`config.mk`:
```
export PLATFORM = sky130hd
export DESIGN_NAME = uart_rx_byte
export DESIGN_NICKNAME = d
export VERILOG_FILES = /design/src/rtl/uart_rx_byte.sv
export SDC_FILE = /design/constraint.sdc
export NUM_CORES = 1
export LEC_CHECK = 0
export ABC_CLOCK_PERIOD_IN_PS = 2240
export CORE_UTILIZATION = 35
export DETAILED_ROUTE_END_ITERATION = 12
export PLACE_DENSITY_LB_ADDON = 0.1
export SLEW_MARGIN = 20
export SYNTH_ARGS = -nofsm -noshare
export SYNTH_HDL_FRONTEND = slang
export SYNTH_SLANG_ARGS = --single-unit
```
`constraint.sdc`:
```
create_clock -name clk -period 2.24 [get_ports clk]
set_input_delay 0.224 -clock clk [delete_from_list [all_inputs] [get_ports clk]]
set_output_delay 0.224 -clock clk [all_outputs]
set_load 0.02 [all_outputs]
```
`src/rtl/uart_rx_byte.sv`:
```
// uart_rx_byte: 8N1 UART receiver feeding bytes to the perceptron core's command/weight loader.
// Latency: valid rises about 2 + CLKS_PER_BIT/2 + 9*CLKS_PER_BIT + 1 clk after the rx falling edge.
// Backpressure: one-entry valid/ready hold register; a byte completed while it is full is dropped with an overrun pulse.
//
// Ports:
//   clk          system clock
//   rst          asynchronous reset, active-high
//   rx           serial line, idle high, asynchronous to clk
//   data         received byte, stable while valid=1
//   valid        data holds an unconsumed byte
//   ready        consumer accepts data when valid && ready
//   busy         frame reception in progress (state != IDLE), registered
//   framing_err  1-cycle pulse: stop bit sampled low, byte discarded
//   overrun      1-cycle pulse: byte completed while hold register full, byte dropped
module uart_rx_byte #(
  parameter int CLKS_PER_BIT = 434,
  parameter int CNT_W        = 9
) (
  input  logic       clk,
  input  logic       rst,
  input  logic       rx,
  output logic [7:0] data,
  output logic       valid,
  input  logic       ready,
  output logic       busy,
  output logic       framing_err,
  output logic       overrun
);

  // Last count of half a bit period (start-bit centre) and of a full bit period.
  localparam logic [CNT_W-1:0] HALF_LAST = CNT_W'(CLKS_PER_BIT / 2 - 1);
  localparam logic [CNT_W-1:0] BIT_LAST  = CNT_W'(CLKS_PER_BIT - 1);

  typedef enum logic [2:0] {
    IDLE,
    START,
    DATA,
    STOP,
    BREAK
  } state_t;

  state_t           state;
  logic [CNT_W-1:0] cnt;
  logic [2:0]       bit_idx;
  logic [7:0]       shreg;

  // Two-flop synchroniser; both flops reset to the idle-line level so a
  // reset release never fabricates a falling edge.
  logic rx_meta;
  logic rx_s;

  logic cnt_bit_done;
  logic deliver;
  logic accept;

  always_comb begin
    cnt_bit_done = (cnt == BIT_LAST);
    // Good stop bit: byte goes to the hold register on this edge.
    deliver      = (state == STOP) && cnt_bit_done && rx_s;
    accept       = valid && ready;
  end

  always_ff @(posedge clk or posedge rst) begin
    if (rst) begin
      rx_meta     <= 1'b1;
      rx_s        <= 1'b1;
      state       <= IDLE;
      cnt         <= '0;
      bit_idx     <= '0;
      shreg       <= '0;
      data        <= '0;
      valid       <= 1'b0;
      busy        <= 1'b0;
      framing_err <= 1'b0;
      overrun     <= 1'b0;
    end else begin
      rx_meta     <= rx;
      rx_s        <= rx_meta;
      framing_err <= 1'b0;
      overrun     <= 1'b0;

      // Hold register. A consumer taking the old byte in the delivery cycle
      // frees the slot, so the new byte replaces it without an overrun.
      if (deliver) begin
        if (!valid || ready) begin
          data  <= shreg;
          valid <= 1'b1;
        end else begin
          overrun <= 1'b1;
        end
      end else if (accept) begin
        valid <= 1'b0;
      end

      case (state)
        IDLE: begin
          cnt <= '0;
          if (!rx_s) begin
            state <= START;
            busy  <= 1'b1;
          end
        end

        START: begin
          if (cnt == HALF_LAST) begin
            cnt <= '0;
            if (!rx_s) begin
              // Still low at the centre of the start bit: real frame.
              state   <= DATA;
              bit_idx <= '0;
            end else begin
              // Short low pulse: treat as noise, no flag.
              state <= IDLE;
              busy  <= 1'b0;
            end
          end else begin
            cnt <= cnt + 1'b1;
          end
        end

        DATA: begin
          if (cnt_bit_done) begin
            cnt   <= '0;
            // LSB arrives first, so shifting in at the MSB leaves bit 0 at
            // shreg[0] after eight samples.
            shreg <= {rx_s, shreg[7:1]};
            if (bit_idx == 3'd7) begin
              state <= STOP;
            end else begin
              bit_idx <= bit_idx + 1'b1;
            end
          end else begin
            cnt <= cnt + 1'b1;
          end
        end

        STOP: begin
          if (cnt_bit_done) begin
            cnt <= '0;
            if (rx_s) begin
              // Returning to IDLE right away lets a back-to-back start bit
              // be seen on the very next cycle.
              state <= IDLE;
              busy  <= 1'b0;
            end else begin
              framing_err <= 1'b1;
              state       <= BREAK;
            end
          end else begin
            cnt <= cnt + 1'b1;
          end
        end

        BREAK: begin
          // A held-low line must not be read as a stream of frames; wait for
          // it to return to idle before hunting for the next start bit.
          cnt <= '0;
          if (rx_s) begin
            state <= IDLE;
            busy  <= 1'b0;
          end
        end

        default: begin
          state <= IDLE;
          busy  <= 1'b0;
          cnt   <= '0;
        end
      endcase
    end
  end

endmodule

```
==> run metrics <==
Detailed Route WL between 2 and 3 mm; CTS Hold Bufs 0; CTS tree yes; chip width approximately 72 microns; Hold Crit Class in2async; CORE AREA 4720 sq um; final hold vios 0; Seq cells post-synth 37; top post-synthesis cells by area dfrtp_1, mux2_2, nor2_1; vias in the first global route 1141; Starting Density a little over a third; first-pass GRT wire length 5.34 mm; layout cells sized above 1 about a fifth; WS Path Type reg2reg; Seq pwr share a little over half; die footprint 5210 sq um; Setup TNS 0 ns; CTS buffer count 5; CTS root buf clkbuf_8; Overflow after GRT 0; number of synthesized flops with an enable pin 0; Gate power share 1.9%; yosys warns 0; H-tree level count 2; via count 1095; status finished clean; post-synth top area share around 50%; Switching Fraction approximately 19%; DPL Wire Length between 2 and 2.5 mm; Die Ht just over 70 microns; Syn Nets 160; Max FO, Critical Path 3; io pins 16; setup bufs post-CTS 0; cell taking the most area after synthesis dfrtp_1; Final ANT Viol Nets 0; gpl congestion between 0.7 and 0.8; internal power around 1 mW; first drt pass iteration count 4; Layout Nets roughly 180; Max Freq around 490 MHz; synth unique cells 32; Remaining DRCs 0; Pleak 0.934 nW; unrepaired setup endpoints after global routing false; Clock Latency Late Sink between 0.2 and 0.3 ns; clock-pin slew on the worst setup and hold paths ~0.070 ns; Fin Clk Skew roughly 0.0054 ns; Rel. slew slack a little under three quarters; Net Sw Power 0.239 mW; Worst VDD drop approximately 0.00034 V; mean post-synth cell area approximately 11 sq um; maxcap violations 0; Syn Inst Count between 150 and 200; CTS resizes 0; pin count of the biggest net entering global routing 16; Tightest Pin Transition ~0.43 ns; Clk pwr share between 40% and 50%; Synth Flop Type dfrtp_1; Syn-to-layout area delta 18.4%; Worst EP arrival approximately 2.2 ns; min cycle time layout just over 2 ns; IO buf count 15; Mapped Area between 1500 and 2000 sq um; Final Core Density a little over two fifths; Num Clock Sinks 37; CP Launch Type flop; CP Capture Type flop; P per Cell Area 608 nW/um^2; antenna violations before repair 0; vias per cell 4.64; overall routing resource usage between 10 and 15%; flop2flop setup slack between 0.2 and 0.25 ns; violation count after the first detailed-route iteration 65; ys async rst share 100%; Final setup viols 0; register area share after synthesis between 50 and 60%; num rows 25; Final Cycle Share between 90% and 100%; overall power between 1 and 1.5 mW; clk buf depth 2; critical path required time around 2.4 ns; n_diodes 0; Slew Viols, Final 0; DR WL/cell 12.5 microns
layer usage:
metal  GRT usage, %  routed length (microns)  share of wire (%)  vias up
met3           4.17                       87                3.0        4
li1               -                        -                  -      546
met2           19.9                     1270                 43       13
met5              0                        0                  0        -
met4           5.23                       38                1.3        0
met1           18.9                     1550                 52      532
critical path, stage by stage (launching register included):
cell and delay [ns]:
dfrtp_1 0.40, ha_1 0.20, ha_1 0.18, or3b_2 0.43, a21oi_1 0.17, o211ai_1 0.21, mux2_2 0.33
state kept, by name, indices dropped and copies added, names as in the netlist:
signal	count
cnt	9
data	8
shreg	8
bit_idx	3
state	3
busy	1
framing_err	1
overrun	1
rx_meta	1
rx_s	1
valid	1
cell type report:
class                   count  area (sq um)
clock buffers               5          68.8
repair buffers             18           173
flip-flops and latches     37           928
fillers                   464          2680
multi-input cells          98           721
well taps                  67          83.8
clock inverters             2          35.0
inverters                   9          33.8
worst paths after layout:
kind / endpoint / depth (start not counted) / from
max: bit_idx[0] / 6 / bit_idx[0]
min: shreg[6] / 2 / rst
max reg2reg: bit_idx[0] / 6 / bit_idx[0]
min reg2reg: rx_s / 0 / rx_meta
max in group asynchronous: shreg[5] / 3 / rst
min in group clk: rx_s / 0 / rx_meta
cells by family after synthesis:
logic type,count (synthesis),synth area share [%]
buf+inv,16,4.42
mux,21,13.5
flops,37,53.8
xor+xnor,8,4.06
simple gates,51,15.3
fa+ha+maj,5,3.63
compound gates,13,5.29
layout by cell type (no fill, tap or decap), types with 4 or more instances in the layout:
cell / count
a21oi_1: 4
clkbuf_8: 5
clkdlybuf4s50_1: 15
dfrtp_1: 35
ha_1: 5
inv_1: 9
mux2_2: 18
nand2_1: 11
nand3_1: 4
nor2_1: 21
xnor2_1: 5
Yosys cell counts, types with 2 or more instances:
cell type  count
o211ai_1       3
mux2_2        18
buf_6          2
nand2_1       11
nand4b_1       2
nand2b_1       2
nor3_1         2
a21oi_1        4
o21a_1         2
ha_1           5
nand3_1        4
xor2_1         3
or3b_2         2
dfstp_2        2
nor2_1        21
xnor2_1        5
inv_1          9
clkbuf_1       4
mux2i_1        3
dfrtp_1       35
through the flow:
step | area [sq um] | cells | worst slack, ns | hold slack (ns)
floorplan | 1730 | 151 | 0.320 | 0.228
global placement | 1940 | 229 | 0.265 | 0.348
finish | 2040 | 236 | 0.206 | 0.233
detailed placement | 1940 | 229 | 0.208 | 0.347
global route | 2040 | 236 | 0.0758 | 0.286
CTS | 2040 | 236 | 0.196 | 0.241
power groups by stage:
stage               Combinational, mW  Sequential (mW)  Clock [mW]
floorplan                      0.0155            0.684           0
finish                         0.0242            0.675       0.544
CTS                            0.0258            0.674       0.567
global placement               0.0253            0.687           0
global route                   0.0289            0.674       0.602
detailed placement             0.0259            0.687           0
No activity file was read; power rests on OpenSTA's default activity.
